`config.mk`:
```
export PLATFORM = sky130hd
export DESIGN_NAME = raizing_rom_arbiter
export DESIGN_NICKNAME = d
export VERILOG_FILES = /design/src/rtl/raizing_rom_arbiter.sv
export SDC_FILE = /design/constraint.sdc
export NUM_CORES = 1
export LEC_CHECK = 0
export CAP_MARGIN = 20
export CORE_MARGIN = 8
export CORE_UTILIZATION = 25
export DETAILED_ROUTE_END_ITERATION = 6
export PLACE_DENSITY_LB_ADDON = 0.25
export SETUP_SLACK_MARGIN = 0.2
export SYNTH_ARGS = -nofsm -noshare
export SYNTH_HDL_FRONTEND = slang
export SYNTH_SLANG_ARGS = --single-unit
```
`constraint.sdc`:
```
create_clock -name CLK -period 3.66 [get_ports CLK]
set_input_delay 1.098 -clock CLK [delete_from_list [all_inputs] [get_ports CLK]]
set_output_delay 1.098 -clock CLK [all_outputs]
set_load 0.1 [all_outputs]
```
`src/rtl/raizing_rom_arbiter.sv`:
```
// raizing_rom_arbiter
// Shares one SDRAM bank read port between NSLOT ROM request slots.
// Each slot keeps a one-entry tagged data register, so a slot that keeps
// the same address is answered from the register without bank traffic.
// One slot can be given fixed priority; the rest take turns round-robin.
module raizing_rom_arbiter #(
    parameter int                   NSLOT     = 4,
    parameter int                   AW        = 22,
    parameter int                   DW        = 32,
    parameter int                   PRIO_SLOT = 0,
    parameter logic [NSLOT*22-1:0]  OFFSETS   = '0
) (
    input  logic                    CLK,
    input  logic                    RESET,
    input  logic [NSLOT-1:0]        SLOT_CS,
    input  logic [NSLOT*AW-1:0]     SLOT_ADDR,
    output logic [NSLOT-1:0]        SLOT_OK,
    output logic [NSLOT*DW-1:0]     SLOT_DOUT,
    output logic [21:0]             BA_ADDR,
    output logic                    BA_RD,
    input  logic                    BA_ACK,
    input  logic                    BA_DOK,
    input  logic                    BA_RDY,
    input  logic [15:0]             DATA_READ
);

    localparam int         GW       = $clog2(NSLOT);
    localparam int         SHIFT    = (DW == 32) ? 1 : 0;
    localparam logic [1:0] NB       = (DW == 32) ? 2'd2 : 2'd1;
    localparam bit         PRIO_EN  = (PRIO_SLOT < NSLOT);
    localparam int         PRIO_IDX = PRIO_EN ? PRIO_SLOT : 0;

    typedef enum logic [1:0] {IDLE, REQ, DATA} state_t;

    state_t             state_q;
    logic [GW-1:0]      gnt_q;
    logic [GW-1:0]      last_q;
    logic [AW-1:0]      atag_q;
    logic [1:0]         beat_q;
    logic               ba_rd_q;
    logic [21:0]        ba_addr_q;
    logic [AW-1:0]      tag_q  [NSLOT];
    logic [NSLOT-1:0]   valid_q;
    logic [DW-1:0]      data_q [NSLOT];

    logic [NSLOT-1:0]   hit;
    logic [NSLOT-1:0]   pend;
    logic               pickValid;
    logic [GW-1:0]      pickIdx;
    logic [GW-1:0]      candIdx;
    int                 cand;
    logic [AW-1:0]      pickAddr;
    logic [21:0]        reqAddr;
    logic               dokTaken;
    logic [1:0]         beatsNow;

    // Places one 16-bit bank beat into the low or high half of a slot word.
    function automatic logic [DW-1:0] mergeBeat(input logic [DW-1:0] cur,
                                                input logic [15:0]   beat,
                                                input logic          upper);
        logic [DW-1:0] res;
        res = cur;
        if (upper)
            res[DW-1 -: 16] = beat;
        else
            res[15:0] = beat;
        return res;
    endfunction

    // Per-slot hit and pending flags; the slot being filled is never pending.
    always_comb begin
        hit  = '0;
        pend = '0;
        for (int i = 0; i < NSLOT; i++) begin
            hit[i]  = valid_q[i] && (tag_q[i] == SLOT_ADDR[AW*i +: AW]);
            pend[i] = SLOT_CS[i] && !hit[i] &&
                      !((state_q != IDLE) && (gnt_q == GW'(i)));
        end
    end

    // Grant choice: priority slot first, else first pending slot after LAST.
    always_comb begin
        pickValid = 1'b0;
        pickIdx   = '0;
        cand      = 0;
        candIdx   = '0;
        for (int k = NSLOT; k >= 1; k--) begin
            cand    = (int'(last_q) + k) % NSLOT;
            candIdx = GW'(cand);
            if (pend[candIdx]) begin
                pickValid = 1'b1;
                pickIdx   = candIdx;
            end
        end
        if (PRIO_EN && pend[PRIO_IDX]) begin
            pickValid = 1'b1;
            pickIdx   = GW'(PRIO_IDX);
        end
    end

    // Bank address of the chosen slot: its base plus the word address in 16-bit units.
    always_comb begin
        pickAddr = SLOT_ADDR[AW*pickIdx +: AW];
        reqAddr  = OFFSETS[22*pickIdx +: 22] + 22'({1'b0, pickAddr} << SHIFT);
    end

    // Beat bookkeeping: how many required beats have arrived including this cycle.
    always_comb begin
        dokTaken = BA_DOK && (beat_q < NB);
        beatsNow = beat_q + {1'b0, dokTaken};
    end

    // Arbitration FSM, bank request registers and per-slot tagged entries.
    always_ff @(posedge CLK) begin
        if (RESET) begin
            state_q   <= IDLE;
            gnt_q     <= '0;
            last_q    <= GW'(NSLOT - 1);
            atag_q    <= '0;
            beat_q    <= '0;
            ba_rd_q   <= 1'b0;
            ba_addr_q <= '0;
            valid_q   <= '0;
            for (int i = 0; i < NSLOT; i++) begin
                tag_q[i]  <= '0;
                data_q[i] <= '0;
            end
        end else begin
            case (state_q)
                IDLE: begin
                    if (pickValid) begin
                        gnt_q            <= pickIdx;
                        atag_q           <= pickAddr;
                        valid_q[pickIdx] <= 1'b0;
                        beat_q           <= '0;
                        ba_rd_q          <= 1'b1;
                        ba_addr_q        <= reqAddr;
                        state_q          <= REQ;
                    end
                end
                REQ: begin
                    if (BA_ACK) begin
                        ba_rd_q <= 1'b0;
                        state_q <= DATA;
                    end
                end
                DATA: begin
                    if (dokTaken) begin
                        data_q[gnt_q] <= mergeBeat(data_q[gnt_q], DATA_READ, beat_q == 2'd1);
                        beat_q        <= beatsNow;
                    end
                    if (BA_RDY && (beatsNow == NB)) begin
                        tag_q[gnt_q]   <= atag_q;
                        valid_q[gnt_q] <= 1'b1;
                        last_q         <= gnt_q;
                        state_q        <= IDLE;
                    end
                end
                default: state_q <= IDLE;
            endcase
        end
    end

    // Output mapping of the registered slot data.
    always_comb begin
        SLOT_DOUT = '0;
        for (int i = 0; i < NSLOT; i++)
            SLOT_DOUT[DW*i +: DW] = data_q[i];
    end

    assign SLOT_OK = SLOT_CS & hit;
    assign BA_RD   = ba_rd_q;
    assign BA_ADDR = ba_addr_q;

endmodule

```
==> flow_summary.json, run 1 <==
{
  "outcome": "finished clean",
  "rows": 79,
  "crit_path_top_delay_cell": "clkdlybuf4s50_1",
  "fillers": 4536,
  "path_cells": "clkdlybuf4s50_1 > xor2_1 > nor4_2 > and4_4 > buf_12",
  "fp.dieW_um": 231,
  "synth_top_area_share": 0.560,
  "end_kind": "output pin",
  "crit_arrival_ns": 2.55,
  "grtUsageTotal": 0.142,
  "dieHeight_um": 231,
  "drv_slew": 0,
  "clockPowerShare": 0.366,
  "antenna_cells": 0,
  "routed_wirelength_um": 39600,
  "ys_ff_latch": 251,
  "fmax_mhz": 274,
  "ir_drop_mv": 0.304,
  "clk_pin_slew_worst_paths_ns": 0.06,
  "place_hpwl_um": 29900,
  "synth_nets": 1065,
  "core_sq_mm": 0.0462,
  "powerDensity_mw_per_mm2": 498,
  "synth_top_area_cell": "edfxtp_1",
  "clockBufferDepth": 3,
  "critPathMaxStageDelay_ns": 0.50,
  "relSlewSlack": 0.393,
  "clock-sinks": 251,
  "final-seq-area_sq_mm": 0.00719,
  "synthFlopType": "edfxtp_1",
  "internal-power_uw": 5590,
  "grt_pass1_vias": 8649,
  "synth-seq-area-share": 0.620,
  "cts_tree": "done",
  "startpoint_type": "input port",
  "clockRootBuffer": "clkbuf_16",
  "setup_viol": 0,
  "worst_slack_ns": 0.00706,
  "io_pins": 268,
  "drtIter0Drc": 586,
  "critPathKind": "in -> out",
  "final_cell_mix": "edfxtp_1 (216), buf_4 (214), and2_1 (98), nor2_1 (80), inv_1 (71)",
  "numCtsBuffers": 29,
  "layout-drive-gt1-share": 0.336,
  "final_nets": 1373,
  "cts-htree-levels": 1,
  "grt_max_degree": 46,
  "start_util": 0.251,
  "place_area_sq_mm": 0.0150,
  "drc": 0,
  "gp_congestion": 0.865,
  "synthTopCellsByArea": "edfxtp_1 (56%), dfxtp_1 (6.0%), and2_1 (5.3%), mux2i_1 (4.0%), xor2_1 (3.4%)",
  "fin_area_sq_mm": 0.0165,
  "final_common_cell": "edfxtp_1",
  "ant_nets": 0,
  "power.switching_uw": 2620,
  "hold_depth": 2,
  "synth_cell_types": 55,
  "first_pass_iters": 5,
  "vias": 8240,
  "min_path_type": "reg -> reg",
  "tightest_slew_ns": 0.907,
  "syn_inst": 951,
  "pwr-share-seq": 0.408,
  "ys.warnings.count": 0,
  "final_hold_viol_count": 0,
  "clk_latency_ns": 0.56,
  "synth_edf_count": 216,
  "grt_first_pass_wirelength_um": 57300,
  "cap_violations": 0,
  "die_area_sq_mm": 0.0535,
  "via_per_inst": 4.36,
  "synth_area_per_cell_sq_um": 12.2,
  "gr-total-overflow": 0,
  "multi_input_area_sq_mm": 0.00438,
  "p_sw_frac": 0.319,
  "port_buffers": 266,
  "antenna_found_initial": 1,
  "syn_to_final_growth_pct": 42.4,
  "rsz0062_at_grt": "yes",
  "p_comb_frac": 0.227,
  "r2r_cells": 12,
  "syn-cell-area_sq_mm": 0.0116,
  "synthArstFlopShare": 0,
  "cp.required_ns": 2.56,
  "wl_per_cell_um": 21.0,
  "fin_crit_ns": 3.65,
  "path_max_fanout": 2,
  "dpl_worst_slack_ns": -0.675,
  "leakage_uw": 0.00692,
  "period_share": 0.998,
  "finClkSkew_ns": 0.0217
}
## cell type report
cell class / count / area share
multi-input cells: 562 / 0.265
clock buffers: 40 / 0.0489
clock inverters: 14 / 0.0108
flip-flops and latches: 251 / 0.436
well taps: 607 / 0.0460
repair buffers: 343 / 0.177
inverters: 72 / 0.0164
## synthesized netlist by cell type (2+ instances only)
master	instances
edfxtp_1	216
and2_1	98
nor2_1	80
inv_1	71
nand2_1	59
nor3_1	53
mux2i_1	46
xor2_1	45
xnor2_1	44
dfxtp_1	35
buf_4	27
clkbuf_1	26
o211ai_2	20
and3_1	17
nor4_1	14
nand4_1	12
buf_2	9
a21oi_1	8
o21ai_0	6
nand3_1	5
nor2b_1	5
a211oi_1	4
buf_6	4
nand3b_1	4
nand2b_1	3
o211ai_1	3
or2_2	3
a31oi_1	2
and4_1	2
o21a_1	2
o21ai_1	2
o221ai_1	2
or2_1	2
## per-layer routing
metal | track usage | wire length (um) | part of all wire
met5 | 0 | 13 | 0.00033
met4 | 0.0475 | 1220 | 0.031
met3 | 0.0318 | 2940 | 0.074
met2 | 0.241 | 18800 | 0.48
met1 | 0.177 | 16600 | 0.42
## through the flow
stage          utilization  power, uW  instances  hold slack (ns)  setup TNS (ns)
2_1_floorplan            -       4650        951            0.453         -0.0909
3_3_place_gp         0.325       5240       1829            0.454          -19.19
3_5_place_dp         0.326       5240       1830            0.457          -17.27
4_1_cts              0.353       8290       1887            0.466         -0.0208
5_1_grt              0.357       8470       1889            0.503         -0.0975
6_report             0.357       8210       1889            0.460               0
## repair_timing
item | 4_1_cts | 5_1_grt
hold buffers | 0 | 0
pin swaps | 72 | 40
setup endpoints to repair | 31 | 4
buffers inserted | 3 | 1
gates resized for setup | 257 | 75
## logic make-up after synthesis
| family | Yosys count | synth area share |
|---|---|---|
| buf+inv | 138 | 0.0570 |
| other cells | 1 | 0.000324 |
| compound gates | 57 | 0.0477 |
| flops | 251 | 0.620 |
| xor+xnor | 89 | 0.0673 |
| simple gates | 367 | 0.165 |
| mux | 46 | 0.0397 |
| fa+ha+maj | 2 | 0.00205 |
## worst paths after layout
check,startpoint,to,slack (ns)
hold reg to reg,BA_RD,BA_RD,0.46
setup / recovery,SLOT_ADDR[15],SLOT_OK[0],0.007
setup reg to reg,tag_q[3][10],atag_q[9],0.53
hold / removal,BA_RD,BA_RD,0.46
## registers in the layout (all words and copies together), names as in the netlist
name and cells:
BA_RD 1, atag_q 22, beat_q 2, data_q 128
gnt_q 2, last_q 2, state_q 2, tag_q 88
valid_q 4
## critical path: cells and delay by family
kind	cells	cell delay (ns)
xor gates and xnor gates	1	0.47
and+or+nand+nor	2	0.31
buffers and inverters	2	0.66
## power by group through the flow
stage               registers, uW  clock network [uW]  logic [uW]
floorplan                    3780                   0         867
global placement             3400                   0        1840
detailed placement           3400                   0        1850
CTS                          3350                3090        1860
global route                 3360                3160        1940
finish                       3350                3000        1860
No activity file was read; power rests on OpenSTA's default activity.
==> inputs of run 2 (changes only) <==
- CORE_MARGIN: 8 -> 5
==> run 2 against run 1 <==
The flow now finishes with violations (setup timing). Utilization grew 0.12 points. Clock-buffer cell count down 3. Sequential share of layout area is 0.42 points higher. First-iteration DRC count is 5.3% higher. Hold slack got worse by 0.0064 ns. Wire length down 0.88%. Cell count decreased by 0.11%. Sequential power barely moved. Non-clock buffer count is 6 higher. Critical endpoint is now SLOT_OK[3].
==> flow_summary.json, run 2 (synthesis results as in run 1) <==
{
  "crit_arrival_ns": 2.61,
  "reg2reg_setup_slack_ns": 0.53,
  "routed_wirelength_um": 39200,
  "final_hold_viol_count": 0,
  "largest_register_ff_count": 128,
  "clockBufferDepth": 3,
  "path_max_fanout": 2,
  "worst_slack_ns": -0.0448,
  "r2r_cells": 15,
  "drtIter0Drc": 617,
  "multi_input_area_sq_mm": 0.00427,
  "startpoint_type": "input port",
  "fp.dieW_um": 225,
  "post-route-util": 0.359,
  "numCtsBuffers": 29,
  "critPathMaxStageDelay_ns": 0.27,
  "dpl_worst_slack_ns": -0.692,
  "antenna_found_initial": 2,
  "final_cell_mix": "buf_4 (220), edfxtp_1 (216), and2_1 (98), nor2_1 (80), inv_1 (71)",
  "powerDensity_mw_per_mm2": 492,
  "clk_pin_slew_worst_paths_ns": 0.06,
  "cap_violations": 0,
  "core_sq_mm": 0.0456,
  "holdCritStartpoint": "BA_RD",
  "outcome": "finished, violations left",
  "grt_max_degree": 45,
  "gp_congestion": 0.837,
  "drv_slew": 0,
  "fillers": 4518,
  "grtUsageTotal": 0.147,
  "fin_cells": 1887,
  "dieHeight_um": 225,
  "cp.required_ns": 2.56,
  "wl_per_cell_um": 20.8,
  "fin_crit_ns": 3.70,
  "violations": "setup timing",
  "io_pins": 268,
  "layout-drive-gt1-share": 0.337,
  "fmax_mhz": 270,
  "hold-path-endpoint": "BA_RD",
  "min_path_type": "reg -> reg",
  "clk_latency_ns": 0.56,
  "port_buffers": 266,
  "grt_first_pass_wirelength_um": 56000,
  "final_nets": 1379,
  "final-seq-area_sq_mm": 0.00719,
  "rows": 78,
  "reg.largest.list": "data_q x128, tag_q x88, atag_q x22",
  "end_kind": "output pin",
  "total_power_uw": 8050,
  "critPathKind": "in -> out",
  "cts-htree-levels": 1,
  "antenna_cells": 0,
  "hold_depth": 2,
  "syn_to_final_growth_pct": 41.1,
  "place_hpwl_um": 29600,
  "ir_drop_mv": 0.304,
  "reg2reg_from": "tag_q[0][10]",
  "vias": 8163,
  "crit_path_top_delay_cell": "dlygate4sd2_1",
  "finClkSkew_ns": 0.0167,
  "rsz0062_at_grt": "yes",
  "r2r_end": "atag_q[19]",
  "leakage_uw": 0.00686,
  "cts_tree": "done",
  "grt_pass1_vias": 8272,
  "setup_viol": 2,
  "path_cells": "dlygate4sd2_1 > xor2_2 > nor4_2 > nand4_1 > buf_4 > nor3_4 > buf_12",
  "clockRootBuffer": "clkbuf_16",
  "clock-sinks": 251,
  "first_pass_iters": 5,
  "dp_cells": 1825,
  "drc": 0,
  "gr-total-overflow": 0,
  "start_util": 0.254,
  "top_register": "data_q",
  "die_area_sq_mm": 0.0507,
  "cts_hold_buf": 0,
  "via_per_inst": 4.33,
  "period_share": 1.01,
  "final_common_cell": "buf_4",
  "ant_nets": 0
}
-- run 2: changes by cell type in the layout (fill, tap and decap cells not counted), sizes merged, moves of 2 or more --
cell           before  now
buf               268  278
clkbuf             49   45
clkdlybuf4s15       8   11
clkinv              7   10
dlymetal6s2s        3    0
clkinvlp            1    3
dlygate4sd2        26   24
inv                74   72
-- run 2: worst max-delay path: cells and delay by family --
kind	cells	cell delay, ns
buffers and inverters	3	0.69
XOR/XNOR	1	0.18
AND/OR/NAND/NOR	3	0.64
-- run 2: final cells by class --
cell class	instances	share of cell area
flip-flops and latches	251	0.440
multi-input cells	562	0.261
repair buffers	349	0.180
clock buffers	37	0.0462
well taps	600	0.0459
inverters	72	0.0165
clock inverters	16	0.00980
-- run 2: per-layer routing --
metal | vias to the layer above | track usage | part of all wire
li1 | 3886 | - | -
met1 | 3908 | 0.191 | 0.42
met2 | 315 | 0.255 | 0.49
met3 | 50 | 0.0285 | 0.070
met4 | 4 | 0.0359 | 0.019
met5 | - | 0 | 0.00071
-- run 2: how the worst max path moves through the flow --
stage | start | end | depth (start not counted)
global route | SLOT_ADDR[32] | SLOT_OK[1] | 6
detailed placement | SLOT_ADDR[75] | atag_q[19] | 11
CTS | SLOT_ADDR[74] | SLOT_OK[3] | 8
floorplan | SLOT_ADDR[35] | SLOT_OK[1] | 4
finish | SLOT_ADDR[72] | SLOT_OK[3] | 7
global placement | SLOT_ADDR[75] | SLOT_OK[3] | 7
-- run 2: what timing repair did --
item                                    CTS  global route
pin swaps                                85            19
endpoints found under the setup margin   31            15
setup buffers                             9             0
gates resized for setup                 306            30
-- run 2: report_power, final --
part / switching (uW) / total [uW] / internal (uW)
combinational: 1330 / 1860 / 525
sequential: 104 / 3350 / 3240
clock: 1180 / 2840 / 1670
total: 2610 / 8050 / 5430
-- run 2: stage by stage --
step	TNS (ns)	cell area, sq um	hold WS [ns]
2_1_floorplan	-0.0909	11600	0.453
3_3_place_gp	-18.62	15000	0.451
3_5_place_dp	-19.61	15000	0.448
4_1_cts	-0.0424	16300	0.457
5_1_grt	-0.178	16300	0.492
6_report	-0.0871	16300	0.454
